File: src/rtl/crc9_par3_ctrl.sv
// Framed, handshaked sequencer for the 3-bit-per-cycle CRC on g(y) = y^9 + y^8 + y + 1.
// Accepts a start/length command, folds one 3-bit symbol per cycle and presents the remainder.
module crc9_par3_ctrl #(
  parameter logic [8:0] INIT = 9'h000
) (
  input  logic       clk,
  input  logic       reset,
  input  logic       i_start,
  input  logic [7:0] i_msg_len,
  input  logic       i_abort,
  input  logic       i_in_valid,
  input  logic [2:0] i_in_data,
  output logic       o_in_ready,
  output logic       o_out_valid,
  input  logic       i_out_ready,
  output logic [8:0] o_crc_out,
  output logic       o_busy,
  output logic [7:0] o_sym_left
);

  localparam logic [8:0] POLY = 9'h103;

  typedef enum logic [1:0] {
    IDLE = 2'd0,
    RUN  = 2'd1,
    DONE = 2'd2
  } state_t;

  state_t     r_state;
  logic [8:0] r_crc;
  logic [7:0] r_sym_left;
  logic       r_in_ready;
  logic       r_out_valid;
  logic       r_busy;
  logic [8:0] w_crc_next;

  function automatic logic [8:0] crc_step1(input logic [8:0] crc, input logic b);
    logic fb;
    fb = crc[8] ^ b;
    return {crc[7:0], 1'b0} ^ (fb ? POLY : 9'h000);
  endfunction

  // Message order is MSB first: in_data[2] enters the remainder before in_data[0].
  function automatic logic [8:0] crc_step3(input logic [8:0] crc, input logic [2:0] sym);
    logic [8:0] c;
    c = crc_step1(crc, sym[2]);
    c = crc_step1(c, sym[1]);
    c = crc_step1(c, sym[0]);
    return c;
  endfunction

  // Unrolled fold of the current input symbol into the remainder.
  always_comb begin
    w_crc_next = crc_step3(r_crc, i_in_data);
  end

  // Sequencer: state, remainder, symbol counter and registered handshake outputs.
  always_ff @(posedge clk or posedge reset) begin
    if (reset) begin
      r_state     <= IDLE;
      r_crc       <= 9'h000;
      r_sym_left  <= 8'd0;
      r_in_ready  <= 1'b0;
      r_out_valid <= 1'b0;
      r_busy      <= 1'b0;
    end else if (i_abort) begin
      r_state     <= IDLE;
      r_sym_left  <= 8'd0;
      r_in_ready  <= 1'b0;
      r_out_valid <= 1'b0;
      r_busy      <= 1'b0;
    end else begin
      case (r_state)
        IDLE: begin
          if (i_start) begin
            r_crc      <= INIT;
            r_sym_left <= i_msg_len;
            r_busy     <= 1'b1;
            if (i_msg_len == 8'd0) begin
              r_state     <= DONE;
              r_out_valid <= 1'b1;
              r_in_ready  <= 1'b0;
            end else begin
              r_state     <= RUN;
              r_out_valid <= 1'b0;
              r_in_ready  <= 1'b1;
            end
          end else begin
            r_state     <= IDLE;
            r_in_ready  <= 1'b0;
            r_out_valid <= 1'b0;
            r_busy      <= 1'b0;
          end
        end
        RUN: begin
          if (i_in_valid && r_in_ready) begin
            r_crc <= w_crc_next;
            // Counter saturates at zero; the last accept moves straight to DONE.
            if (r_sym_left <= 8'd1) begin
              r_sym_left  <= 8'd0;
              r_state     <= DONE;
              r_in_ready  <= 1'b0;
              r_out_valid <= 1'b1;
            end else begin
              r_sym_left <= r_sym_left - 8'd1;
              r_state    <= RUN;
            end
          end else begin
            r_state <= RUN;
          end
        end
        DONE: begin
          if (i_out_ready) begin
            r_state     <= IDLE;
            r_out_valid <= 1'b0;
            r_busy      <= 1'b0;
          end else begin
            r_state <= DONE;
          end
        end
        default: begin
          r_state     <= IDLE;
          r_sym_left  <= 8'd0;
          r_in_ready  <= 1'b0;
          r_out_valid <= 1'b0;
          r_busy      <= 1'b0;
        end
      endcase
    end
  end

  assign o_in_ready  = r_in_ready;
  assign o_out_valid = r_out_valid;
  assign o_crc_out   = r_crc;
  assign o_busy      = r_busy;
  assign o_sym_left  = r_sym_left;

endmodule

File: config.mk
export PLATFORM = sky130hd
export DESIGN_NAME = crc9_par3_ctrl
export DESIGN_NICKNAME = d
export VERILOG_FILES = /design/src/rtl/crc9_par3_ctrl.sv
export SDC_FILE = /design/constraint.sdc
export NUM_CORES = 1
export LEC_CHECK = 0
export ABC_CLOCK_PERIOD_IN_PS = 4300
export BUFFER_PORTS_ARGS = -buffer_cell sky130_fd_sc_hd__buf_2
export CORE_ASPECT_RATIO = 1.5
export CORE_MARGIN = 1.5
export CORE_UTILIZATION = 50
export DETAILED_ROUTE_END_ITERATION = 12
export GPL_ROUTABILITY_DRIVEN = 0
export PLACE_DENSITY = 0.77
export SLEW_MARGIN = 10
export SYNTH_ARGS = -nofsm -noshare
export SYNTH_HDL_FRONTEND = slang
export SYNTH_SLANG_ARGS = --single-unit
File: constraint.sdc
create_clock -name clk -period 4.3 [get_ports clk]
set_clock_uncertainty 0.2 [all_clocks]
set_input_delay 0.215 -clock clk [delete_from_list [all_inputs] [get_ports clk]]
set_output_delay 0.215 -clock clk [all_outputs]
set_load 0.005 [all_outputs]
==> results.md <==
* Status: completed
* Main synth FF type: dfrtp_1
* Setup CP Type: reg2reg
* Clock transition at path regs at 130 ps
* Tot Pwr at 0.521 mW
* Vias at 1,210
* Warnings from Yosys at 0
* Slowest stage delay, CP at 560 ps
* Worst hold path type: in2reg
* Initial antenna violation count at 0
* CP top delay family: simple AND/OR/NAND/NOR gates
* Register area share after synthesis at 41.7%
* Leakage at 0.795 nW
* Die H at 65.9 um
* Vias per cell at 6.05
* WP data arrival at 2170 ps
* VDD IR max at 194 uV
* Final Hold Fails at 0
* Drt pass-1 iters at 4
* Setup TNS Final at 0 ps
* Fraction of layout cells with a size suffix above 1 at 27.8%
* Worst slew pin tran at 823 ps
* Crit path max fanout at 8
* Worst rel slew slack at 45.0%
* Hold_sp: i_in_data[1]
* Num CTS Buffers at 3
* CTS HTree Levels at 1
* Buf+Inv Stages, Crit Path at 1
* Pwr Density at 318 nW/um^2
* Crit path from: o_sym_left[0]$_DFFE_PP0P_
* WP depth at 6
* Area share of the largest cell type after synthesis at 41.7%
* Global router's overall resource usage at 24.5%
* Most common library cells after synthesis: dfrtp_1 (22), nand2_1 (14), inv_1 (7), o21ai_0 (7), xnor2_1 (7)
* PortBufs at 36
* Synth area leaders: dfrtp_1 (42%), xnor2_1 (4.6%), nand2_1 (4.0%)
* Starting DRT DRC Count at 78
* Synthesized Nets at 151
* Vias in the first global route at 1,226
* Avg Cell Area, Syn at 10.0 um^2
* Final worst path period need at 2090 ps
* Max Cap Viol at 0
* Die Area at 2960 um^2
* Startpoint types: register
* CP required at 4380 ps
* Synth Cell Area at 1320 um^2
* Post-synth ARST share at 100%
* Reg2Reg Depth at 6
* Setup-failing EPs final at 0
* Congestion Overflow GR at 0
* #FFs+latches synth at 22
* Mapped Cells at 132
* Skew-Pair Late Insertion Delay at 330 ps
* Leading area contributor after synthesis: dfrtp_1
* Detail Placement HPWL at 2.36 mm
* Clock Path Buffers at 2
* Root buffer cell: clkbuf_4
* First-pass GRT wire length at 5.37 mm
* Nets at 196
* Post-route DRC at 0
* Layout area overhead at 24.4%
* RR Startpoint: o_sym_left[0]$_DFFE_PP0P_
* Worst path cell trace: inv_1, ha_1, or2_2, and3_1, a211oi_1, a221o_1
* Crit end category: register
* Worst Setup EP: o_sym_left[3]$_DFFE_PP0P_
* Post-synth cell types at 44
* Die width at 45.0 um
* Design Area, Final at 1640 um^2
* Row cnt at 22
* Largest net degree at the start of global routing at 23
* Most numerous cell in the Yosys netlist: dfrtp_1
* Post-place instance area at 1500 um^2
* Initial core utilization at 53.3%
* Post-route ant nets at 0
* WL final at 3.30 mm
* Routed wire length per instance at 16.5 um
* End of the worst register-to-register path: o_sym_left[3]$_DFFE_PP0P_
* Unrepaired setup endpoints after global routing: false
* Core area at 2480 um^2
* Max Fclk at 480 MHz
* Fin crit share at 48.5%
* Clk sinks at 22
* Highest-delay cell along the critical path: dfrtp_1
* CTS tree: yes
* Number of synthesized flops with an enable pin at 0
* Fillers at 205
* I/O pin count at 37
* Diodes inserted at 0
* Max Slew Vio Count at 0
* Reg2Reg Setup Slack at 2210 ps
==> logic make-up after synthesis <==
family,Yosys count,synth area share [%]
xor gates and xnor gates,9,7.01
adders and majority gates,2,1.90
DFF,22,41.7
and+or+nand+nor,49,23.1
AOI/OAI and AO/OA,37,21.1
buffers and inverters,12,4.36
muxes,1,0.758
==> worst min-delay path, delay by kind of cell <==
kind	cells	cell delay, ps
AO/OA/AOI/OAI	1	160
XOR/XNOR	1	110
buffers and inverters	1	80
==> power breakdown <==
group	internal [mW]	switching [mW]
Sequential	0.217	0.0189
Clock	0.0945	0.0702
Combinational	0.0577	0.0631
Total	0.369	0.152
==> registers in the layout, indices dropped and copies added (netlist names) <==
register	count
o_busy	1
o_crc_out	9
o_in_ready	1
o_out_valid	1
o_sym_left	8
r_state	2
==> metrics by stage <==
step / std cells / setup WS [ps] / util [%] / hold WS [ps]
finish: 200 / 2210 / 66.3 / 70.8
CTS: 200 / 2240 / 66.3 / 68.8
detailed placement: 187 / 2290 / 60.5 / 226
global route: 200 / 2100 / 66.3 / 128
global placement: 187 / 2310 / 60.5 / 218
floorplan: 132 / 2440 / - / 4.23
==> cells in the final DEF, fill, tap and decap left out, types with 2 or more instances in the layout <==
cell and n:
buf_2 36, dfrtp_1 22, nand2_1 14, dlygate4sd3_1 9
xnor2_1 7, o21ai_0 7, inv_1 7, a22o_1 5
nor3_1 5, nand2b_1 4, a221o_1 4, nand3_1 3
nor2_1 3, nor2b_1 3, a32oi_1 3, nor4_1 3
a21oi_1 3, clkbuf_4 3, a211o_1 2, and2_1 2
o22ai_1 2, nor4_4 2, a41oi_1 2, a21oi_2 2
o31ai_1 2, ha_1 2
==> cell type report <==
type                    count  area [um^2]  area share (%)
repair buffers             45          270            16.5
well taps                  24         30.0            1.83
clock buffers               3         22.5            1.37
multi-input cells          98          712            43.4
inverters                   7         26.3            1.60
flip-flops and latches     22          551            33.5
clock inverters             1         30.0            1.83
==> worst min-delay path by stage <==
stage,to,slack (ps),depth (start not counted)
after CTS,o_crc_out[2]$_DFFE_PP0P_,70,3
after detailed placement,o_crc_out[1]$_DFFE_PP0P_,230,2
after global placement,o_crc_out[1]$_DFFE_PP0P_,220,2
after global routing,o_crc_out[1]$_DFFE_PP0P_,130,3
final,o_crc_out[2]$_DFFE_PP0P_,70,3
after floorplan,o_busy$_DFFE_PP0P_,4,1
==> routing by layer <==
layer	global-route usage [%]	share of wire, %	vias up
li1	-	-	580
met1	30.4	42	582
met2	41.1	52	43
met3	2.46	4.0	5
met4	11.4	1.9	0
met5	0	0	-
==> repair_timing <==
item	in CTS	in global routing
endpoints found under the hold margin	32	0
hold buffers	9	0
gates resized for setup	0	0
buffers inserted	0	0
(Power assumes the default switching activity.)
